===== src/rtl/de_stage_pkg.sv =====
// Shared decode definitions for the decode/execute boundary: opcodes, field ranges,
// instruction classification and immediate extension helpers.
package de_stage_pkg;

  localparam logic [5:0] OP_RTYPE = 6'h00;
  localparam logic [5:0] OP_JAL   = 6'h03;
  localparam logic [5:0] OP_BEQ   = 6'h04;
  localparam logic [5:0] OP_ORI   = 6'h0d;
  localparam logic [5:0] OP_LUI   = 6'h0f;
  localparam logic [5:0] OP_LW    = 6'h23;
  localparam logic [5:0] OP_SW    = 6'h2b;

  localparam logic [5:0] FN_JR    = 6'h08;
  localparam logic [5:0] FN_ADDU  = 6'h21;
  localparam logic [5:0] FN_SUBU  = 6'h23;

  localparam int OP_HI  = 31;
  localparam int OP_LO  = 26;
  localparam int RS_HI  = 25;
  localparam int RS_LO  = 21;
  localparam int RT_HI  = 20;
  localparam int RT_LO  = 16;
  localparam int RD_HI  = 15;
  localparam int RD_LO  = 11;
  localparam int IMM_HI = 15;
  localparam int IMM_LO = 0;
  localparam int FN_HI  = 5;
  localparam int FN_LO  = 0;

  localparam logic [4:0] REG_RA = 5'd31;

  typedef enum logic [3:0] {
    I_NOP, I_ADDU, I_SUBU, I_ORI, I_LW, I_SW, I_LUI, I_BEQ, I_JAL, I_JR
  } instr_e;

  // Anything not recognised collapses to I_NOP.
  function automatic instr_e classify(input logic [31:0] ir);
    instr_e kind;
    kind = I_NOP;
    case (ir[OP_HI:OP_LO])
      OP_RTYPE: begin
        case (ir[FN_HI:FN_LO])
          FN_ADDU: kind = I_ADDU;
          FN_SUBU: kind = I_SUBU;
          FN_JR:   kind = I_JR;
          default: kind = I_NOP;
        endcase
      end
      OP_ORI:  kind = I_ORI;
      OP_LW:   kind = I_LW;
      OP_SW:   kind = I_SW;
      OP_LUI:  kind = I_LUI;
      OP_BEQ:  kind = I_BEQ;
      OP_JAL:  kind = I_JAL;
      default: kind = I_NOP;
    endcase
    return kind;
  endfunction

  function automatic logic [31:0] ext_imm(input logic [31:0] ir);
    logic [15:0] imm;
    logic [31:0] ext;
    imm = ir[IMM_HI:IMM_LO];
    case (classify(ir))
      I_ORI:             ext = {16'h0000, imm};
      I_LW, I_SW, I_BEQ: ext = {{16{imm[15]}}, imm};
      I_LUI:             ext = {imm, 16'h0000};
      default:           ext = 32'h0000_0000;
    endcase
    return ext;
  endfunction

  // Register 0 is never a producer, so it never matches.
  function automatic logic reg_hit(input logic [4:0] dest, input logic [4:0] src,
                                   input logic used);
    return used && (dest != 5'd0) && (dest == src);
  endfunction

endpackage


===== src/rtl/de_stage_instr_class.sv =====
// Per-instruction classification: destination register and operand-use flags.
module instr_class
  import de_stage_pkg::*;
(
  input  logic [31:0] ir,
  output logic [4:0]  dest,
  output logic        uses_rs,
  output logic        uses_rt,
  output logic        is_lw,
  output logic        is_branch_d
);

  instr_e kind;
  assign kind = classify(ir);

  always_comb begin
    dest        = 5'd0;
    uses_rs     = 1'b0;
    uses_rt     = 1'b0;
    is_lw       = 1'b0;
    is_branch_d = 1'b0;
    case (kind)
      I_ADDU, I_SUBU: begin
        dest    = ir[RD_HI:RD_LO];
        uses_rs = 1'b1;
        uses_rt = 1'b1;
      end
      I_ORI: begin
        dest    = ir[RT_HI:RT_LO];
        uses_rs = 1'b1;
      end
      I_LW: begin
        dest    = ir[RT_HI:RT_LO];
        uses_rs = 1'b1;
        is_lw   = 1'b1;
      end
      I_SW: begin
        uses_rs = 1'b1;
        uses_rt = 1'b1;
      end
      I_LUI: dest = ir[RT_HI:RT_LO];
      I_BEQ: begin
        uses_rs     = 1'b1;
        uses_rt     = 1'b1;
        is_branch_d = 1'b1;
      end
      I_JAL: dest = REG_RA;
      I_JR: begin
        uses_rs     = 1'b1;
        is_branch_d = 1'b1;
      end
      default: ;
    endcase
  end

endmodule


===== src/rtl/de_stage.sv =====
// Decode stage: operand forwarding, hazard stall detection and the D/E pipeline register.
module de_stage
  import de_stage_pkg::*;
(
  input  logic        clk,
  input  logic        reset,
  input  logic [31:0] ir_d,
  input  logic [31:0] pc4_d,
  input  logic [31:0] rf_rd1,
  input  logic [31:0] rf_rd2,
  input  logic [31:0] ir_m,
  input  logic [31:0] fwd_m,
  input  logic [31:0] ir_w,
  input  logic [31:0] wdata,
  input  logic [4:0]  wreg,
  output logic [31:0] ir_e,
  output logic [31:0] pc4_e,
  output logic [31:0] rs_e,
  output logic [31:0] rt_e,
  output logic [31:0] ext_e,
  output logic        stall,
  output logic [31:0] rs_d,
  output logic [31:0] rt_d
);

  localparam int NS = 4;
  localparam int SD = 0;
  localparam int SE = 1;
  localparam int SM = 2;
  localparam int SW = 3;

  logic [31:0] ir_e_reg, pc4_e_reg, rs_e_reg, rt_e_reg, ext_e_reg;

  logic [31:0] ir_all [NS];
  logic [4:0]  dest_all [NS];
  logic [NS-1:0] uses_rs_v, uses_rt_v, is_lw_v, is_br_v;

  assign ir_all[SD] = ir_d;
  assign ir_all[SE] = ir_e_reg;
  assign ir_all[SM] = ir_m;
  assign ir_all[SW] = ir_w;

  genvar gi;
  generate
    for (gi = 0; gi < NS; gi++) begin : g_cls
      instr_class u_cls (
        .ir          (ir_all[gi]),
        .dest        (dest_all[gi]),
        .uses_rs     (uses_rs_v[gi]),
        .uses_rt     (uses_rt_v[gi]),
        .is_lw       (is_lw_v[gi]),
        .is_branch_d (is_br_v[gi])
      );
    end
  endgenerate

  // The W destination comes from decoding ir_w; wreg is carried only for completeness.
  logic unused_sink;
  assign unused_sink = ^{wreg, uses_rs_v, uses_rt_v, is_lw_v, is_br_v};

  logic [4:0] rs_f, rt_f;
  assign rs_f = ir_d[RS_HI:RS_LO];
  assign rt_f = ir_d[RT_HI:RT_LO];

  logic e_hit, m_hit;
  assign e_hit = reg_hit(dest_all[SE], rs_f, uses_rs_v[SD]) ||
                 reg_hit(dest_all[SE], rt_f, uses_rt_v[SD]);
  assign m_hit = reg_hit(dest_all[SM], rs_f, uses_rs_v[SD]) ||
                 reg_hit(dest_all[SM], rt_f, uses_rt_v[SD]);

  always_comb begin
    stall = 1'b0;
    if (is_lw_v[SE] && e_hit)
      stall = 1'b1;
    if (is_br_v[SD] && e_hit)
      stall = 1'b1;
    if (is_br_v[SD] && is_lw_v[SM] && m_hit)
      stall = 1'b1;
  end

  // A loaded value is not available in M, so lw results only come through W.
  always_comb begin
    rs_d = rf_rd1;
    if (reg_hit(dest_all[SM], rs_f, 1'b1) && !is_lw_v[SM])
      rs_d = fwd_m;
    else if (reg_hit(dest_all[SW], rs_f, 1'b1))
      rs_d = wdata;
  end

  always_comb begin
    rt_d = rf_rd2;
    if (reg_hit(dest_all[SM], rt_f, 1'b1) && !is_lw_v[SM])
      rt_d = fwd_m;
    else if (reg_hit(dest_all[SW], rt_f, 1'b1))
      rt_d = wdata;
  end

  always_ff @(posedge clk or negedge reset) begin
    if (!reset) begin
      ir_e_reg  <= '0;
      pc4_e_reg <= '0;
      rs_e_reg  <= '0;
      rt_e_reg  <= '0;
      ext_e_reg <= '0;
    end else if (stall) begin
      ir_e_reg  <= '0;
      pc4_e_reg <= '0;
      rs_e_reg  <= '0;
      rt_e_reg  <= '0;
      ext_e_reg <= '0;
    end else begin
      ir_e_reg  <= ir_d;
      pc4_e_reg <= pc4_d;
      rs_e_reg  <= rs_d;
      rt_e_reg  <= rt_d;
      ext_e_reg <= ext_imm(ir_d);
    end
  end

  assign ir_e  = ir_e_reg;
  assign pc4_e = pc4_e_reg;
  assign rs_e  = rs_e_reg;
  assign rt_e  = rt_e_reg;
  assign ext_e = ext_e_reg;

endmodule


===== config.mk =====
export PLATFORM = sky130hd
export DESIGN_NAME = de_stage
export DESIGN_NICKNAME = d
export VERILOG_FILES = /design/src/rtl/de_stage_pkg.sv /design/src/rtl/de_stage_instr_class.sv /design/src/rtl/de_stage.sv
export SDC_FILE = /design/constraint.sdc
export NUM_CORES = 1
export LEC_CHECK = 0
export CAP_MARGIN = 20
export CORE_AREA = 2 2 188 190
export CTS_BUF_LIST = sky130_fd_sc_hd__clkbuf_2 sky130_fd_sc_hd__clkbuf_4 sky130_fd_sc_hd__clkbuf_8
export DETAILED_ROUTE_END_ITERATION = 10
export DIE_AREA = 0 0 190 192
export GPL_ROUTABILITY_DRIVEN = 0
export PLACE_DENSITY = 0.6
export SETUP_SLACK_MARGIN = 0.5
export SKIP_LAST_GASP = 1
export SYNTH_ARGS = -nofsm -noshare
export SYNTH_HDL_FRONTEND = slang
export SYNTH_SLANG_ARGS = --single-unit

===== constraint.sdc =====
create_clock -name clk -period 5 [get_ports clk]
set_input_delay 1 -clock clk [delete_from_list [all_inputs] [get_ports clk]]
set_output_delay 1 -clock clk [all_outputs]
set_load 0.005 [all_outputs]

==> metrics.md <==
| Metric | Value |
|---|---|
| Setup ws final | `-0.0776 ns` |
| DR vias/cell | `4.94` |
| Run status | `finished with violations` |
| Top FF cell, synth | `dfrtp_1` |
| Die X | `190 um` |
| Post-route cell area | `18500 sq um` |
| Detailed Place HPWL | `29200 um` |
| DRT Pass-1 Iters | `5` |
| Fin util | `54.1%` |
| Comb power frac | `30.7%` |
| CTS sink count | `160` |
| Pre-CTS WS | `-0.862 ns` |
| Critical Path Start | `ir_w[2]` |
| TNS Setup | `-1.56 ns` |
| Synth async-reset ratio | `100%` |
| Via count | `10400` |
| Initial Utilization | `24.0%` |
| Post-Synthesis Cells | `888` |
| CTS clk-pin slew, worst paths | `0.11 ns` |
| Initial antenna violation count | `3` |
| Setup crit end kind | `output pin` |
| Critical path depth | `18` |
| Slew Viols, Final | `0` |
| Slowest stage delay, CP | `0.39 ns` |
| Worst Skew | `0.0276 ns` |
| Worst-path cell chain | `buf_6, or3_4, buf_6, a2111oi_4, nor3_2, xor2_2, buf_6, buf_6, a31oi_4, xnor2_2, a311oi_4, buf_6, buf_12, buf_16, a31o_4, a21oi_2, nor2_1, buf_2` |
| Peak VDD IR | `0.141 mV` |
| FF+latch count, synth | `160` |
| Slew margin rel. | `33.8%` |
| Mapped Nets | `1151` |
| Share of cells above drive strength 1 | `42.0%` |
| R2R Path End | `rs_e[12]$_DFF_PN0_` |
| Area Overhead vs Synth | `125%` |
| Worst Max-Slew Pin Slew | `0.990 ns` |
| RSZ-0062 raised after global routing | `true` |
| Post-Syn Area | `8240 sq um` |
| Setup violators final | `33` |
| Largest net degree at the start of global routing | `99` |
| Syn avg cell area | `9.28 sq um` |
| Kind of critical path | `primary input to output pin` |
| DRT antenna net count | `0` |
| FMAX | `197 MHz` |
| CORE AREA | `34300 sq um` |
| # rows | `68` |
| CP max-delay cell | `or3_4` |
| GRT Util Overall | `25.0%` |
| Max FO, Critical Path | `8` |
| Max-cap viol count | `0` |
| Reg2Reg Depth | `11` |
| Post-CTS Hold Fix Bufs | `0` |
| Violated checks | `setup timing` |
| Placed Area | `14800 sq um` |
| Post-synth EDFFs | `0` |
| NumNets Final | `1895` |
| Wire per inst | `22.4 um` |
| Fillers | `2893` |
| Sequential element share of the synthesized area | `48.6%` |
| Hold crit path type | `primary input to asynchronous set/reset pin` |
| Period utilization | `102%` |
| First-pass GRT wire length | `67400 um` |
| CP Buf/Inv Count | `8` |
| CTS max path bufs | `2` |
| PortBufs | `462` |
| Clock Latency Late Sink | `0.48 ns` |
| RR Startpoint | `ir_e[28]$_DFF_PN0_` |
| Die height | `192 um` |
| Sequential share of power | `40.0%` |
| # IOs | `488` |
| Distinct cells, synth | `58` |
| Cell Int Power | `2410 uW` |
| Final Total Pwr | `3470 uW` |
| CP Data Arrival Time | `4.08 ns` |
| Leak Pwr | `0.00799 uW` |
| Vias in the first global route | `10700` |
| Die Area | `36500 sq um` |
| Top delay family on crit path | `buffers and inverters` |
| Clock period minus worst slack | `5.08 ns` |
| R2R setup slack | `1.00 ns` |
| Clk network pwr share | `29.4%` |
| Data required time of the worst path | `4.00 ns` |
| CTS Buf Count | `17` |
| Fin. Hold Viols | `0` |
| H-tree depth | `4` |
| GR Overflow Total | `0` |
| Startpoint Class | `primary input` |
| Root buf cell | `clkbuf_8` |
| Switching Share | `30.5%` |
| Most frequent CP cell | `buf_6` |
| Routed wire length | `47100 um` |
| PD cells | `187 nW/um^2` |
| Initial detailed-routing violation count | `636` |
| Yosys warning count | `0` |
| Detailed-route DRC error count | `0` |
| Setup crit end | `rs_d[12]` |
| CTS tree | `built` |
| Sw Pwr | `1060 uW` |
-- power by group through the flow --
stage | clock network (uW) | logic (uW) | registers (uW)
after floorplan | 0 | 193 | 1420
after global placement | 0 | 810 | 1410
after detailed placement | 0 | 818 | 1410
after CTS | 1040 | 1020 | 1390
after global routing | 1110 | 1120 | 1400
final | 1020 | 1060 | 1390
-- Yosys cell counts (4+ instances only) --
library cell / instances / area share, %
nor2_1: 165 / 7.5
dfrtp_1: 160 / 49
a21oi_1: 89 / 5.4
nor3_1: 84 / 5.1
a31o_2: 65 / 6.9
and2_1: 58 / 4.4
clkbuf_1: 36 / 1.6
xnor2_1: 22 / 2.3
and3_1: 17 / 1.3
nand2_1: 17 / 0.77
nand2b_1: 14 / 1.1
o21ai_0: 13 / 0.79
buf_6: 11 / 1.5
inv_1: 10 / 0.46
nor4_1: 9 / 0.68
a21o_1: 7 / 0.64
a31oi_1: 7 / 0.53
or3_1: 7 / 0.53
a221oi_1: 6 / 0.64
or4_1: 6 / 0.55
and3b_1: 5 / 0.53
buf_2: 5 / 0.30
nand3b_1: 5 / 0.46
nor2b_1: 5 / 0.38
mux2i_1: 4 / 0.49
nand3_1: 4 / 0.24
o211ai_1: 4 / 0.36
o21a_1: 4 / 0.36
-- per-layer routing --
layer	vias up	share of wire (%)	GRT usage [%]
met5	-	0.028	0
li1	4686	-	-
met3	137	6.6	5.15
met1	5074	38	29.8
met2	485	51	43.5
met4	2	4.6	11.4
-- layout make-up --
| class | count | area, sq um | share of cell area, % |
|---|---|---|---|
| clock buffer | 19 | 255 | 1.38 |
| inverter | 10 | 37.5 | 0.202 |
| multi-input combinational | 665 | 5870 | 31.6 |
| sequential | 160 | 4010 | 21.6 |
| timing repair buffer | 778 | 7660 | 41.3 |
| clock inverter | 13 | 145 | 0.783 |
| tap | 455 | 569 | 3.07 |
| antenna | 2 | 5.00 | 0.0270 |
-- worst min path at each step --
| stage | to | from | depth (start not counted) | slack, ns |
|---|---|---|---|---|
| 2_1_floorplan | ext_e[0]$_DFF_PN0_ | reset | 0 | 0.70 |
| 3_3_place_gp | pc4_e[12]$_DFF_PN0_ | reset | 1 | 1.19 |
| 3_5_place_dp | pc4_e[19]$_DFF_PN0_ | reset | 1 | 1.19 |
| 4_1_cts | rs_e[23]$_DFF_PN0_ | reset | 1 | 0.65 |
| 5_1_grt | pc4_e[19]$_DFF_PN0_ | reset | 1 | 0.67 |
| 6_report | rs_e[23]$_DFF_PN0_ | reset | 1 | 0.63 |
-- cells by family after synthesis --
group                  share of synthesized area [%]
AND/OR/NAND/NOR                                 25.0
AO/OA/AOI/OAI                                   19.2
flip-flops                                      48.6
buffers and inverters                           3.95
XOR/XNOR                                        2.66
multiplexers                                   0.622
-- stage by stage --
step                      cells  hold WS [ns]
after global routing       2102         0.675
final                      2102         0.628
after CTS                  2078         0.649
after detailed placement   1931          1.19
after floorplan             888         0.704
after global placement     1931          1.19
-- what timing repair did --
item / 4_1_cts / 5_1_grt
gates resized for setup: 694 / 50
buffers inserted: 97 / 20
pin swaps: 174 / 49
cloned: 18 / 0
setup endpoints to repair: 65 / 65
-- layout by cell type, fill, tap and decap left out, types with 6 or more instances in the layout --
master,n
a31o_4,58
xnor2_1,10
buf_4,210
nor4_1,7
buf_8,8
buf_12,37
a21o_1,7
dfrtp_1,159
nand2_1,14
nand2b_4,6
inv_1,10
clkbuf_8,18
a21oi_2,20
o21ai_0,6
xnor2_2,7
nor2_1,121
and3_1,17
buf_2,72
buf_16,18
a31o_2,7
o21ai_1,6
a21oi_1,22
nor2_2,42
and2_1,58
clkdlybuf4s50_1,372
nor3_1,75
nand2b_1,8
buf_6,46
a21oi_4,47
No activity file was read; power rests on OpenSTA's default activity.
